## src/rtl/rs485_req_ctrl.sv

```systemverilog
// RS485 request/ACK transaction controller: streams ADR, CMD and tx-buffer bytes to the master, then collects and checks the ACK.
// Outputs are registered except txd, which is a mux on registered state; tx advances only on master txd_rd pulses.
module rs485_req_ctrl #(
    parameter int BUF_AW      = 4,
    parameter int TIMEOUT_W   = 20,
    parameter int TIMEOUT_CNT = 640000
) (
    input  logic              p_in_clk,
    input  logic              p_in_rst,
    input  logic              p_in_start,
    input  logic [7:0]        p_in_adr,
    input  logic [7:0]        p_in_cmd,
    input  logic [4:0]        p_in_len,
    input  logic              p_in_txbuf_wr,
    input  logic [BUF_AW-1:0] p_in_txbuf_adr,
    input  logic [7:0]        p_in_txbuf_d,
    input  logic [BUF_AW-1:0] p_in_rxbuf_adr,
    output logic [7:0]        p_out_rxbuf_d,
    output logic [4:0]        p_out_rxlen,
    output logic              p_out_busy,
    output logic              p_out_done,
    output logic [2:0]        p_out_result,
    output logic              p_out_txd_rdy,
    output logic [7:0]        p_out_txd,
    input  logic              p_in_txd_rd,
    input  logic [7:0]        p_in_rxd,
    input  logic              p_in_rxd_wr,
    input  logic [2:0]        p_in_status
);

    localparam logic [1:0] ST_IDLE = 2'd0;
    localparam logic [1:0] ST_TX   = 2'd1;
    localparam logic [1:0] ST_WAIT = 2'd2;
    localparam logic [1:0] ST_DONE = 2'd3;

    localparam int                   DEPTH    = 1 << BUF_AW;
    localparam logic [4:0]           LEN_MAX  = 5'(DEPTH);
    localparam logic [TIMEOUT_W-1:0] TMO_LAST = TIMEOUT_W'(TIMEOUT_CNT - 1);

    localparam logic [2:0] RES_OK       = 3'd1;
    localparam logic [2:0] RES_PARITY   = 3'd2;
    localparam logic [2:0] RES_TIMEOUT  = 3'd3;
    localparam logic [2:0] RES_MISMATCH = 3'd4;
    localparam logic [2:0] RES_OVERFLOW = 3'd5;

    logic [7:0] txbuf [DEPTH];
    logic [7:0] rxbuf [DEPTH];

    logic [1:0]           state_q, state_d;
    logic [7:0]           adr_q, adr_d, cmd_q, cmd_d;
    logic [4:0]           total_q, total_d, idx_q, idx_d;
    logic [4:0]           rxcnt_q, rxcnt_d, rxlen_q, rxlen_d;
    logic                 mism_q, mism_d, ovf_q, ovf_d;
    logic [TIMEOUT_W-1:0] tmo_q, tmo_d;
    logic                 txd_rdy_q, txd_rdy_d, busy_q, busy_d, done_q, done_d;
    logic [2:0]           result_q, result_d;
    logic [7:0]           rxbuf_d_q;

    logic              rx_store;
    logic [4:0]        len_clamp;
    logic [BUF_AW-1:0] tx_radr;
    logic [7:0]        txd_mux;

    assign len_clamp = (p_in_len > LEN_MAX) ? LEN_MAX : p_in_len;
    assign tx_radr   = BUF_AW'(idx_q - 5'd2);

    // Live read of txbuf: late writes still reach bytes not yet presented.
    always_comb begin
        txd_mux = 8'h00;
        if (state_q == ST_TX) begin
            case (idx_q)
                5'd0:    txd_mux = adr_q;
                5'd1:    txd_mux = cmd_q;
                default: txd_mux = txbuf[tx_radr];
            endcase
        end
    end

    always_comb begin
        state_d   = state_q;
        adr_d     = adr_q;
        cmd_d     = cmd_q;
        total_d   = total_q;
        idx_d     = idx_q;
        rxcnt_d   = rxcnt_q;
        rxlen_d   = rxlen_q;
        mism_d    = mism_q;
        ovf_d     = ovf_q;
        tmo_d     = tmo_q;
        txd_rdy_d = txd_rdy_q;
        busy_d    = busy_q;
        done_d    = 1'b0;
        result_d  = result_q;
        rx_store  = 1'b0;

        case (state_q)
            ST_IDLE: begin
                if (p_in_start) begin
                    adr_d     = p_in_adr;
                    cmd_d     = p_in_cmd;
                    total_d   = len_clamp + 5'd2;
                    idx_d     = 5'd0;
                    rxcnt_d   = 5'd0;
                    rxlen_d   = 5'd0;
                    mism_d    = 1'b0;
                    ovf_d     = 1'b0;
                    tmo_d     = '0;
                    result_d  = 3'd0;
                    busy_d    = 1'b1;
                    txd_rdy_d = 1'b1;
                    state_d   = ST_TX;
                end
            end
            ST_TX: begin
                if (p_in_txd_rd) begin
                    idx_d = idx_q + 5'd1;
                    if (idx_q + 5'd1 == total_q) begin
                        txd_rdy_d = 1'b0;
                        tmo_d     = '0;
                        state_d   = ST_WAIT;
                    end
                end
            end
            ST_WAIT: begin
                tmo_d = tmo_q + 1'b1;
                if (p_in_rxd_wr) begin
                    tmo_d = '0;
                    if (rxcnt_q == 5'd0 && p_in_rxd != adr_q) mism_d = 1'b1;
                    if (rxcnt_q == 5'd1 && p_in_rxd != cmd_q) mism_d = 1'b1;
                    if (rxcnt_q >= 5'd2) begin
                        if (rxlen_q < LEN_MAX) begin
                            rx_store = 1'b1;
                            rxlen_d  = rxlen_q + 5'd1;
                        end else begin
                            ovf_d = 1'b1;
                        end
                    end
                    // Saturate so a long babbling slave cannot wrap back below 2.
                    if (rxcnt_q != 5'd31) rxcnt_d = rxcnt_q + 5'd1;
                end
                // A byte arriving with status is folded in via the _d flags.
                if (p_in_status != 3'd0) begin
                    state_d = ST_DONE;
                    busy_d  = 1'b0;
                    done_d  = 1'b1;
                    if (p_in_status == 3'd2)            result_d = RES_PARITY;
                    else if (rxcnt_d < 5'd2 || mism_d)  result_d = RES_MISMATCH;
                    else if (ovf_d)                     result_d = RES_OVERFLOW;
                    else                                result_d = RES_OK;
                end else if (tmo_q == TMO_LAST) begin
                    state_d  = ST_DONE;
                    busy_d   = 1'b0;
                    done_d   = 1'b1;
                    result_d = RES_TIMEOUT;
                end
            end
            default: begin
                state_d = ST_IDLE;
            end
        endcase
    end

    always_ff @(posedge p_in_clk or posedge p_in_rst) begin
        if (p_in_rst) begin
            state_q   <= ST_IDLE;
            adr_q     <= 8'h00;
            cmd_q     <= 8'h00;
            total_q   <= 5'd0;
            idx_q     <= 5'd0;
            rxcnt_q   <= 5'd0;
            rxlen_q   <= 5'd0;
            mism_q    <= 1'b0;
            ovf_q     <= 1'b0;
            tmo_q     <= '0;
            txd_rdy_q <= 1'b0;
            busy_q    <= 1'b0;
            done_q    <= 1'b0;
            result_q  <= 3'd0;
            rxbuf_d_q <= 8'h00;
        end else begin
            state_q   <= state_d;
            adr_q     <= adr_d;
            cmd_q     <= cmd_d;
            total_q   <= total_d;
            idx_q     <= idx_d;
            rxcnt_q   <= rxcnt_d;
            rxlen_q   <= rxlen_d;
            mism_q    <= mism_d;
            ovf_q     <= ovf_d;
            tmo_q     <= tmo_d;
            txd_rdy_q <= txd_rdy_d;
            busy_q    <= busy_d;
            done_q    <= done_d;
            result_q  <= result_d;
            rxbuf_d_q <= rxbuf[p_in_rxbuf_adr];
        end
    end

    always_ff @(posedge p_in_clk) begin
        if (p_in_txbuf_wr) txbuf[p_in_txbuf_adr] <= p_in_txbuf_d;
    end

    always_ff @(posedge p_in_clk) begin
        if (rx_store) rxbuf[BUF_AW'(rxlen_q)] <= p_in_rxd;
    end

    assign p_out_rxbuf_d = rxbuf_d_q;
    assign p_out_rxlen   = rxlen_q;
    assign p_out_busy    = busy_q;
    assign p_out_done    = done_q;
    assign p_out_result  = result_q;
    assign p_out_txd_rdy = txd_rdy_q;
    assign p_out_txd     = txd_mux;

endmodule

```

## config.mk

```make
export PLATFORM = sky130hd
export DESIGN_NAME = rs485_req_ctrl
export DESIGN_NICKNAME = d
export VERILOG_FILES = /design/src/rtl/rs485_req_ctrl.sv
export SDC_FILE = /design/constraint.sdc
export NUM_CORES = 1
export LEC_CHECK = 0
export BUFFER_PORTS_ARGS = -buffer_cell sky130_fd_sc_hd__buf_2
export CAP_MARGIN = 20
export CORE_MARGIN = 4
export CORE_UTILIZATION = 40
export CTS_CLUSTER_SIZE = 8
export DETAILED_ROUTE_END_ITERATION = 8
export PLACE_DENSITY = 0.64
export SYNTH_ARGS = -nofsm -noshare
export SYNTH_HDL_FRONTEND = slang
export SYNTH_SLANG_ARGS = --single-unit
```

## constraint.sdc

```tcl
create_clock -name p_in_clk -period 9.12 [get_ports p_in_clk]
set_input_delay 0.912 -clock p_in_clk [delete_from_list [all_inputs] [get_ports p_in_clk]]
set_output_delay 0.912 -clock p_in_clk [all_outputs]
set_load 0.05 [all_outputs]
```

==> summary.txt <==
Place
  – Place WS: 3938 ps
  – Dpl hpwl: 20,500 um
  – I/O Buffers: 80
  – GPL Wtd Cong: 0.8353

Global route
  – Largest net degree at the start of global routing: 41
  – Top Usage Layer GRT: met2
  – Initial antenna violation count: 0
  – GRT Total Usage: 15.89%
  – Met3 usage: 3.313%
  – Met2 Resource Use GR: 25.50%
  – Vias in the first global route: 8,045
  – GRT overflow: 0
  – First-pass GRT wire length: 47,810 um
  – Met1 layer usage reported by global route: 22.46%

Layout
  – Layout cells sized above 1: 24.23%
  – Area grow syn2layout: 16.41%
  – # fillers: 2,950
  – Nets: 1,046
  – N_diodes: 0

Clock tree
  – Post_cts resized: 0
  – Reg clk slew, reported paths: 50 ps
  – H-Tree Depth: 2
  – CTS tree: yes
  – TritonCTS Buffers: 47
  – Post-CTS Setup Bufs: 0
  – CTS root buf: clkbuf_16
  – Clk sinks: 330
  – Skew-Pair Late Insertion Delay: 540 ps
  – Post-CTS Hold Fix Bufs: 0
  – Clock Path Buffers: 3

STA
  – Post-route setup slack: 4181 ps
  – Crit share post-route: 54.16%
  – Fin. Hold Viols: 0
  – Slew of the pin with the lowest slew margin: 1080 ps
  – Min Clock Period, post-route: 4939 ps
  – RSZ-0062 raised after global routing: no
  – Slew headroom: 27.99%
  – Final setup vio count: 0
  – Clk_skew: 21.52 ps
  – Slew Limit Fails: 0
  – Final TNS setup: 0 ps
  – FMAX: 0.2025 GHz

Critical path
  – Startpoint Class: flop
  – Worst reg-to-reg setup slack: 5520 ps
  – CP Max Fanout: 24
  – WP data arrival: 4030 ps
  – CP Capture Type: output port
  – Required @ worst endpoint: 8210 ps
  – Setup CP Type: flop to output port

Routing
  – Via density per instance: 5.429
  – ANT nets after route: 0
  – Routed via count: 7,959
  – Drt drc: 0
  – Drt pass-1 iters: 5
  – WL final: 30,500 um
  – Drt wl/cell: 20.80 um
  – Initial DRC Count: 610

Status
  – Status: completed

Power
  – Power, Total: 4581 uW
  – Static Leak: 0.005714 uW
  – Maximum vdd ir drop: 0.1863 mV
  – Pwr per Cell Area: 280.0 nW/um^2

Logic synthesis
  – Synthesized cell area: 14,050 sq um
  – EDFF count, synth: 256
  – Yosys cell types: 63
  – Async SR Flop Fraction: 22.42%
  – Area fraction of the dominant cell type after synthesis: 54.70%
  – Mapped Cells: 877
  – Yosys top cell by area: edfxtp_1
  – Post-synthesis sequential area ratio: 67.88%
  – Synth top area cells: edfxtp_1 (55%), dfrtp_1 (13%), mux4_2 (12%)
  – YS warnings: 0
  – Ys flop type: edfxtp_1
  – Post-Syn Area per Cell: 16.02 sq um
  – Yosys reg bits: 330
  – Post-Syn Nets: 950

Floorplanning
  – Die width: 195.4 um
  – Row count: 68
  – Die area: 38,200 sq um
  – I/O pin cnt: 81
  – Core box area: 34,630 sq um
  – Die Span Y: 195.4 um
  – Initial Util: 40.58%

Flow run
  – Max_cap viols: 0

Worst hold path
  – Hold crit path type: primary input to async pin
## worst paths after layout
path / from / to / depth (start not counted)
min in group p_in_clk: tmo_q[19] / tmo_q[19] / 1
hold / removal: p_in_rst / tmo_q[19] / 2
setup reg to reg: idx_q[1] / tmo_q[14] / 9
max in group asynchronous: p_in_rst / idx_q[0] / 3
hold reg to reg: tmo_q[19] / tmo_q[19] / 1
setup / recovery: idx_q[1] / p_out_txd[4] / 9
## power by group
| part | internal [uW] | switching (uW) | total [uW] |
|---|---|---|---|
| logic | 430 | 681 | 1110 |
| clock network | 1010 | 625 | 1640 |
| registers | 1730 | 98.4 | 1830 |
| total | 3180 | 1400 | 4580 |
## metrics by stage
step	hold slack, ps	instances	instance area, sq um	util, %
floorplan	436.7	877	14050	-
finish	438.1	1466	16360	47.24
global route	478.3	1466	16360	47.24
detailed placement	465.9	1374	14880	42.97
CTS	456.5	1461	16300	47.06
global placement	467.9	1374	14880	42.97
## state kept, by name (all words and copies together) (netlist names), 5 cells and up
register       cells
p_out_rxbuf_d      8
rxbuf            128
total_q            5
adr_q              8
cmd_q              8
txbuf            128
tmo_q             20
p_out_rxlen        5
idx_q              5
rxcnt_q            5
## layout make-up
| type | count | area, sq um | share of cell area, % |
|---|---|---|---|
| clock buffer | 84 | 1336 | 8.168 |
| clock inverter | 3 | 80.08 | 0.4895 |
| inverter | 13 | 50.05 | 0.3059 |
| multi-input combinational | 488 | 4260 | 26.04 |
| sequential | 330 | 9540 | 58.32 |
| tap | 455 | 569.3 | 3.480 |
| timing repair buffer | 93 | 523.0 | 3.197 |
## per-layer routing
metal  up-vias  routed length (um)
met5         -                   0
met4         0                 596
met3        49                1954
met2       245               14670
met1      4025               13280
li1       3640                   -
## synthesized netlist by cell type (all sizes together) (18+ instances only)
library cell,number
edfxtp,256
dfrtp,74
mux4,72
nand2,65
nor2,49
o21ai,42
clkbuf,26
nand3,26
xnor2,21
a21oi,20
buf,20
ha,19
mux2,18
## cells by family (layout without fill, tap and decap cells)
kind of cell	count (synthesis)	in the layout	share of synthesized area, %
compound gates	129	129	5.921
simple gates	216	216	7.461
fa+ha+maj	19	19	1.692
flops	330	330	67.88
xor+xnor	24	24	1.549
buf+inv	59	193	1.807
mux	100	100	13.69
## worst max-delay path, cell delays in order, from the launching register on
cell and delay, ps:
dfrtp_1 610, buf_16 230, clkinv_1 340, ha_1 1150, mux4_2 380, nand2_1 70, nand2_1 100, a21oi_1 70
o22ai_1 200, buf_2 310
## cell usage in the layout (no fill, tap or decap), types with 3 or more instances in the layout
master	count
nand3_1	26
o211ai_1	3
nand3b_1	3
a22o_1	4
a22oi_1	9
and2_1	10
xnor2_1	21
inv_1	11
mux2_2	18
a21oi_1	20
o21ai_0	42
nand2b_1	10
mux2i_1	10
nand4_1	13
ha_1	19
o22ai_1	10
nor2b_1	8
buf_4	9
buf_2	81
dfrtp_1	73
a31oi_1	9
mux4_2	72
nor3_1	14
o31ai_1	13
or3_1	3
nand2_1	65
clkbuf_1	36
clkbuf_16	48
and3_1	3
edfxtp_1	256
nor2_1	49
Note: power is estimated with default switching activity, not from simulation.
